===== src/rtl/commit_trace_serializer_if.sv =====
// Retire-side and trace-side signals of the commit trace serializer.
// The master is the core/monitor harness; the slave is the serializer itself.
interface commit_trace_serializer_if #(
  parameter int unsigned NRET  = 2,
  parameter int unsigned XLEN  = 64,
  parameter int unsigned DEPTH = 8
);
  localparam int unsigned SW = (NRET > 1) ? $clog2(NRET) : 1;
  localparam int unsigned OW = $clog2(DEPTH) + 1;

  logic [NRET-1:0]      in_valid;
  logic [NRET*XLEN-1:0] in_pc;
  logic [NRET*32-1:0]   in_insn;
  logic                 in_trap_valid;
  logic [XLEN-1:0]      in_trap_code;
  logic                 in_halt;
  logic                 in_ready;

  logic                 out_valid;
  logic                 out_ready;
  logic [XLEN-1:0]      out_pc;
  logic [31:0]          out_insn;
  logic                 out_insn_valid;
  logic [SW-1:0]        out_slot;
  logic [XLEN-1:0]      out_seq;
  logic                 out_trap_valid;
  logic [XLEN-1:0]      out_trap_code;

  logic [OW-1:0]        occupancy;
  logic                 done;
  logic                 overflow;

  modport master (
    output in_valid, in_pc, in_insn, in_trap_valid, in_trap_code, in_halt, out_ready,
    input  in_ready, out_valid, out_pc, out_insn, out_insn_valid, out_slot, out_seq,
           out_trap_valid, out_trap_code, occupancy, done, overflow
  );

  modport slave (
    input  in_valid, in_pc, in_insn, in_trap_valid, in_trap_code, in_halt, out_ready,
    output in_ready, out_valid, out_pc, out_insn, out_insn_valid, out_slot, out_seq,
           out_trap_valid, out_trap_code, occupancy, done, overflow
  );
endinterface


===== src/rtl/commit_trace_serializer.sv =====
// Buffers NRET-wide retire bundles and replays them one instruction per cycle,
// tagged with slot, sequence number and trap info; drains on halt before done.
module commit_trace_serializer #(
  parameter int unsigned NRET  = 2,
  parameter int unsigned XLEN  = 64,
  parameter int unsigned DEPTH = 8
) (
  input  logic clk,
  input  logic rst,
  commit_trace_serializer_if.slave bus
);
  localparam int unsigned AW = $clog2(DEPTH);
  localparam int unsigned OW = AW + 1;
  localparam int unsigned SW = (NRET > 1) ? $clog2(NRET) : 1;
  localparam int unsigned CW = $clog2(NRET + 1);

  typedef struct packed {
    logic [XLEN-1:0] pc;
    logic [31:0]     insn;
    logic            insnValid;
    logic [SW-1:0]   slot;
    logic            trapValid;
    logic [XLEN-1:0] trapCode;
  } entry_t;

  entry_t          mem [DEPTH];
  entry_t          pushEntry [NRET+1];
  entry_t          head;
  logic [CW-1:0]   pushCnt;
  logic [AW-1:0]   wrPtr;
  logic [AW-1:0]   rdPtr;
  logic [OW-1:0]   occ;
  logic [OW-1:0]   occNext;
  logic [OW-1:0]   freeCnt;
  logic [XLEN-1:0] seq;
  logic            haltSeen;
  logic            haltNext;
  logic            doneQ;
  logic            overflowQ;
  logic            presented;
  logic            ready;
  logic            accept;
  logic            outValid;
  logic            pop;

  // Compact valid slots in ascending order; trap rides on the youngest entry.
  always_comb begin
    pushCnt = '0;
    for (int k = 0; k <= int'(NRET); k++) pushEntry[k] = '0;
    for (int i = 0; i < int'(NRET); i++) begin
      if (bus.in_valid[i]) begin
        pushEntry[pushCnt].pc        = bus.in_pc[i*XLEN +: XLEN];
        pushEntry[pushCnt].insn      = bus.in_insn[i*32 +: 32];
        pushEntry[pushCnt].insnValid = 1'b1;
        pushEntry[pushCnt].slot      = SW'(i);
        pushCnt = pushCnt + CW'(1);
      end
    end
    if (bus.in_trap_valid) begin
      if (pushCnt == '0) begin
        pushEntry[0].trapValid = 1'b1;
        pushEntry[0].trapCode  = bus.in_trap_code;
        pushCnt = CW'(1);
      end else begin
        pushEntry[pushCnt - CW'(1)].trapValid = 1'b1;
        pushEntry[pushCnt - CW'(1)].trapCode  = bus.in_trap_code;
      end
    end
  end

  // Credit comes from registered occupancy only; a same-cycle pop frees nothing.
  always_comb begin
    freeCnt   = OW'(DEPTH) - occ;
    ready     = !rst && !haltSeen && (freeCnt >= OW'(NRET));
    presented = (|bus.in_valid) || bus.in_trap_valid;
    accept    = presented && ready;
    outValid  = (occ != '0);
    head      = mem[rdPtr];
    pop       = outValid && bus.out_ready;
    occNext   = occ + (accept ? OW'(pushCnt) : OW'(0)) - OW'(pop);
    haltNext  = haltSeen || bus.in_halt;
  end

  always_ff @(posedge clk) begin
    if (accept) begin
      for (int k = 0; k < int'(NRET); k++) begin
        if (CW'(k) < pushCnt) mem[wrPtr + AW'(k)] <= pushEntry[k];
      end
    end
  end

  always_ff @(posedge clk or posedge rst) begin
    if (rst) begin
      wrPtr     <= '0;
      rdPtr     <= '0;
      occ       <= '0;
      seq       <= '0;
      haltSeen  <= 1'b0;
      doneQ     <= 1'b0;
      overflowQ <= 1'b0;
    end else begin
      wrPtr     <= wrPtr + (accept ? AW'(pushCnt) : AW'(0));
      rdPtr     <= rdPtr + AW'(pop);
      occ       <= occNext;
      haltSeen  <= haltNext;
      overflowQ <= overflowQ || (presented && !ready);
      doneQ     <= doneQ || (haltNext && (occNext == '0));
      // Trap-only entries report the sequence number but do not consume it.
      if (pop && head.insnValid) seq <= seq + XLEN'(1);
    end
  end

  // Payload is forced to zero whenever nothing is held, so reset clears it at once.
  always_comb begin
    bus.in_ready       = ready;
    bus.out_valid      = outValid;
    bus.out_pc         = outValid ? head.pc        : '0;
    bus.out_insn       = outValid ? head.insn      : '0;
    bus.out_insn_valid = outValid && head.insnValid;
    bus.out_slot       = outValid ? head.slot      : '0;
    bus.out_seq        = outValid ? seq            : '0;
    bus.out_trap_valid = outValid && head.trapValid;
    bus.out_trap_code  = outValid ? head.trapCode  : '0;
    bus.occupancy      = occ;
    bus.done           = doneQ;
    bus.overflow       = overflowQ;
  end
endmodule


===== src/flat_wrapper.sv =====
// flat-port wrapper written by rule: the top's interface ports become plain ports
module commit_trace_serializer_flat 
#(
  parameter int unsigned NRET  = 2,
  parameter int unsigned XLEN  = 64,
  parameter int unsigned DEPTH = 8
)
  (clk, rst, bus_in_valid, bus_in_pc, bus_in_insn, bus_in_trap_valid, bus_in_trap_code, bus_in_halt, bus_out_ready, bus_in_ready, bus_out_valid, bus_out_pc, bus_out_insn, bus_out_insn_valid, bus_out_slot, bus_out_seq, bus_out_trap_valid, bus_out_trap_code, bus_occupancy, bus_done, bus_overflow);
  commit_trace_serializer_if #(.NRET(NRET), .XLEN(XLEN), .DEPTH(DEPTH)) bus_i ();
  input  logic clk;
  input  logic rst;
  input wire logic [$bits(bus_i.in_valid)-1:0] bus_in_valid;
  input wire logic [$bits(bus_i.in_pc)-1:0] bus_in_pc;
  input wire logic [$bits(bus_i.in_insn)-1:0] bus_in_insn;
  input wire logic [$bits(bus_i.in_trap_valid)-1:0] bus_in_trap_valid;
  input wire logic [$bits(bus_i.in_trap_code)-1:0] bus_in_trap_code;
  input wire logic [$bits(bus_i.in_halt)-1:0] bus_in_halt;
  input wire logic [$bits(bus_i.out_ready)-1:0] bus_out_ready;
  output wire logic [$bits(bus_i.in_ready)-1:0] bus_in_ready;
  output wire logic [$bits(bus_i.out_valid)-1:0] bus_out_valid;
  output wire logic [$bits(bus_i.out_pc)-1:0] bus_out_pc;
  output wire logic [$bits(bus_i.out_insn)-1:0] bus_out_insn;
  output wire logic [$bits(bus_i.out_insn_valid)-1:0] bus_out_insn_valid;
  output wire logic [$bits(bus_i.out_slot)-1:0] bus_out_slot;
  output wire logic [$bits(bus_i.out_seq)-1:0] bus_out_seq;
  output wire logic [$bits(bus_i.out_trap_valid)-1:0] bus_out_trap_valid;
  output wire logic [$bits(bus_i.out_trap_code)-1:0] bus_out_trap_code;
  output wire logic [$bits(bus_i.occupancy)-1:0] bus_occupancy;
  output wire logic [$bits(bus_i.done)-1:0] bus_done;
  output wire logic [$bits(bus_i.overflow)-1:0] bus_overflow;
  assign bus_i.in_valid = bus_in_valid;
  assign bus_i.in_pc = bus_in_pc;
  assign bus_i.in_insn = bus_in_insn;
  assign bus_i.in_trap_valid = bus_in_trap_valid;
  assign bus_i.in_trap_code = bus_in_trap_code;
  assign bus_i.in_halt = bus_in_halt;
  assign bus_i.out_ready = bus_out_ready;
  assign bus_in_ready = bus_i.in_ready;
  assign bus_out_valid = bus_i.out_valid;
  assign bus_out_pc = bus_i.out_pc;
  assign bus_out_insn = bus_i.out_insn;
  assign bus_out_insn_valid = bus_i.out_insn_valid;
  assign bus_out_slot = bus_i.out_slot;
  assign bus_out_seq = bus_i.out_seq;
  assign bus_out_trap_valid = bus_i.out_trap_valid;
  assign bus_out_trap_code = bus_i.out_trap_code;
  assign bus_occupancy = bus_i.occupancy;
  assign bus_done = bus_i.done;
  assign bus_overflow = bus_i.overflow;
  commit_trace_serializer #(.NRET(NRET), .XLEN(XLEN), .DEPTH(DEPTH)) u_core (.clk(clk), .rst(rst), .bus(bus_i));
endmodule

===== config.mk =====
export PLATFORM = sky130hd
export DESIGN_NAME = commit_trace_serializer_flat
export DESIGN_NICKNAME = d
export VERILOG_FILES = /design/src/rtl/commit_trace_serializer_if.sv /design/src/rtl/commit_trace_serializer.sv /design/src/flat_wrapper.sv
export SDC_FILE = /design/constraint.sdc
export NUM_CORES = 2
export LEC_CHECK = 0
export ABC_CLOCK_PERIOD_IN_PS = 14000
export CAP_MARGIN = 25
export CORE_MARGIN = 2
export CORE_UTILIZATION = 40
export CTS_CLUSTER_SIZE = 14
export DETAILED_ROUTE_END_ITERATION = 12
export GPL_ROUTABILITY_DRIVEN = 0
export HOLD_SLACK_MARGIN = 0.06
export PLACE_DENSITY_LB_ADDON = 0.3
export REMOVE_ABC_BUFFERS = 1
export SLEW_MARGIN = 20
export SYNTH_ARGS = -nofsm -noshare
export SYNTH_HDL_FRONTEND = slang
export SYNTH_SLANG_ARGS = --single-unit

===== constraint.sdc =====
create_clock -name clk -period 14 [get_ports clk]
set_clock_uncertainty 0.05 [all_clocks]
set_input_delay 1.4 -clock clk [delete_from_list [all_inputs] [get_ports clk]]
set_output_delay 1.4 -clock clk [all_outputs]
set_load 0.01 [all_outputs]

==> impl_metrics.csv <==
group,metric,value,unit
synthesis,synth_top_cell_by_area,"edfxtp_1",
critical_path,cp.arrival,7.30,ns
synthesis,synth_most_common_cell,"edfxtp_1",
run,maxCapViolations,0,
cts,htree_num_levels,4,
critical_path,cp-start-kind,"input pin",
routing,wirelength,205,mm
sta,slew_headroom,6.95,%
placement,numPortBuffers,497,
critical_path,end_kind,"register",
die,die_area,160000,um^2
synthesis,netlist_area,62800,um^2
global_route,grt_pass1_wl,296,mm
cts,path_clk_slew,0.06,ns
cts,ctsRootBufferMaster,"clkbuf_16",
synthesis,synth_xor_area_share,1.07,%
sta,fin_setup_tns,0,ns
critical_path,cp.required,14.45,ns
synthesis,avgSynthCellArea,14.3,um^2
routing,wl_met2,98.3,mm
synthesis,ys_ff_latch,1381,
critical_path,cp_slowest_cell,"buf_4",
sta,hold_violations,0,
sta,layout_setup_ws,7.15,ns
routing,dr_wl_met3,23.4,mm
placement,place_ws,6.54,ns
cells_and_area,multi_input_area,20400,um^2
pwr,power,13.0,mW
cells_and_area,fillCellCount,13600,
die,top_level_ports,498,
sta,fmax,0.146,GHz
outcome,status,"finished clean",
die,start_util,40.2,%
placement,place_inst,6654,
cells_and_area,layout.cells.non_filler,6931,
synthesis,synth_top_area_share,62.4,%
cts,numCtsBuffers,151,
cells_and_area,area_growth,19.5,%
global_route,grt.overflow.total,0,
worst_hold_path,hp-class,"reg -> reg",
critical_path,critPathLaunch,"bus_in_valid[0]",
cts,cts_tree,"yes",
pwr,irDropWorstVdd,0.177,mV
sta,period_needed,6.85,ns
cells_and_area,seq_area,41100,um^2
worst_hold_path,worstHoldStart,"u_core.haltSeen",
synthesis,synth_flop_cell,"edfxtp_1",
critical_path,path_buf_inv,6,
die,chipHeight,400,um
synthesis,synthAdderAreaFrac,0.423,%
sta,slew_viol_final,0,
critical_path,crit_family,"buffers and inverters",
synthesis,synthMuxAreaShare,14.5,%
routing,num_vias,43200,
pwr,powerDensity,173,nW/um^2
placement,post-dp-hpwl,107,mm
synthesis,ys_seq_area_share,65.5,%
cts,post-cts-setup-buffers,0,
cells_and_area,drive_gt1_share,14.1,%
critical_path,critPathMaxFanout,56,
cts,cts_sinks,1381,
global_route,grt_max_degree,156,
cts,post_cts_resize_count,0,
global_route,grt_usage,25.2,%
global_route,antenna_found_initial,27,
synthesis,synth-compound-area-share,8.17,%
sta,min_period_over_period,48.9,%
routing,drtPass1Iterations,6,
cts,cts_buffer_depth,3,
routing,wl_met1,77.9,mm
synthesis,yosys_warnings,0,
critical_path,cpMostUsedCell,"buf_4",
die,num_rows,145,
routing,wire_per_inst,29.6,um
synthesis,ys_types,50,
cts,clock_latency,0.80,ns
sta,rsz0062_at_grt,"no",
pwr,power_leakage,25.4,nW
synthesis,syn_inst,4391,
critical_path,critPathKind,"in -> reg",
die,core,156000,um^2
critical_path,r2r-start,"u_core.bus.occupancy[2]",
cells_and_area,nets,5036,
routing,drc,0,
sta,worstMarginPinSlew,1.40,ns
synthesis,yosys.area_share.simple,7.82,%
routing,drt_iter0_drc,5148,
critical_path,cpPeakStageDelay,0.82,ns
synthesis,synth_top_family_by_area,"multiplexers",
routing,vias_per_cell,6.23,
cells_and_area,fin_util,48.0,%
global_route,grt_pass1_vias,43700,
routing,ant_nets,0,
die,die_w,400,um
synthesis,synth_edf_count,1304,
sta,final-setup-viol-count,0,
synthesis,synth_common_cells,"1304 x edfxtp_1, 769 x o22ai_1, 714 x nor2_1",
cts,cts_hold_buf,0,
synthesis,async_flop_share,5.58,%
routing,top_layer,"met5",
synthesis,netlist_top_cells_area,"edfxtp_1 62%, mux4_2 12%, o22ai_1 7.7%, nor2_1 4.3%, dfrtp_1 3.1%",
critical_path,crit_chain,"buf_4, inv_2, ha_1, nor2_1, a22o_1, nand3_2, nor2_4, buf_4, buf_4, xnor2_2, buf_4, buf_4, o22ai_1",
## per-stage QoR
step / hold slack (ns) / cell area, um^2
2_1_floorplan: 0.387 / 61300
5_1_grt: 0.442 / 75000
6_report: 0.423 / 75000
4_1_cts: 0.421 / 74900
3_5_place_dp: 0.410 / 69900
3_3_place_gp: 0.405 / 69900
## cells in the final DEF, fill, tap and decap left out, drive strengths merged, types with 4 or more instances in the layout
| master | netlist | routed |
|---|---|---|
| nor4 | 11 | 11 |
| and2 | 63 | 63 |
| clkbuf | 251 | 173 |
| xor2 | 34 | 34 |
| edfxtp | 1304 | 1304 |
| dfrtp | 77 | 77 |
| and3 | 11 | 11 |
| buf | 123 | 89 |
| nand4 | 19 | 19 |
| nand3 | 28 | 28 |
| inv | 35 | 44 |
| or3 | 4 | 4 |
| nor3 | 17 | 17 |
| ha | 18 | 18 |
| and4 | 5 | 5 |
| mux4 | 324 | 324 |
| clkinv | 0 | 69 |
| xnor2 | 43 | 43 |
| nor2b | 5 | 5 |
| or2 | 5 | 5 |
| o21ai | 23 | 23 |
| nor2 | 714 | 714 |
| o211a | 6 | 6 |
| nand2 | 298 | 298 |
| mux2i | 175 | 175 |
| bufinv | 0 | 16 |
| o22ai | 769 | 769 |
| clkdlybuf4s50 | 0 | 494 |
## worst register-to-register path: cells and delay by family, from the launching register on
kind            cells  cell delay (ns)
compound gates      2             0.68
simple gates        3             1.68
xor+xnor            1             0.21
buf+inv             4             2.46
flops               1             0.44
## registers in the layout, summed over array words and instances, names as in the netlist
register / flops
u_core.bus.done: 1
u_core.bus.occupancy: 4
u_core.bus.overflow: 1
u_core.haltSeen: 1
u_core.mem: 1304
u_core.rdPtr: 3
u_core.seq: 64
u_core.wrPtr: 3
## where the power goes
part / switching [mW] / internal [mW]
Combinational: 2.17 / 2.04
Sequential: 0.125 / 4.56
Clock: 1.75 / 2.31
Total: 4.05 / 8.92
## layer usage
metal / vias up / global-route usage, %
met2: 2727 / 40.3
li1: 18000 / -
met5: - / 0
met1: 22000 / 33.6
met4: 42 / 8.15
met3: 453 / 6.81
## logic make-up after synthesis
group | after synthesis
adder cells (fa/ha/maj) | 20
XOR/XNOR | 77
buffers and inverters | 409
multiplexers | 501
AO/OA/AOI/OAI | 813
flip-flops | 1381
AND/OR/NAND/NOR | 1190
## layout make-up
class | count | share of cell area, %
Timing Repair Buffer | 583 | 7.74
Clock inverter | 97 | 1.49
Tap cell | 2058 | 3.43
Inverter | 35 | 0.175
Sequential cell | 1381 | 54.8
Multi-Input combinational cell | 2601 | 27.2
Clock buffer | 173 | 5.18
Antenna cell | 3 | 0.0100
## path summary, 6_finish.rpt
| check | to | slack (ns) | depth (start not counted) |
|---|---|---|---|
| setup / recovery | u_core.mem[2][108] | 7.15 | 13 |
| hold / removal | u_core.haltSeen | 0.42 | 1 |
| setup reg to reg | u_core.mem[2][108] | 8.18 | 10 |
| hold reg to reg | u_core.haltSeen | 0.42 | 1 |
| max in group asynchronous | u_core.seq[46] | 11.77 | 3 |
| min in group asynchronous | u_core.bus.occupancy[3] | 1.01 | 2 |
(Power assumes the default switching activity.)
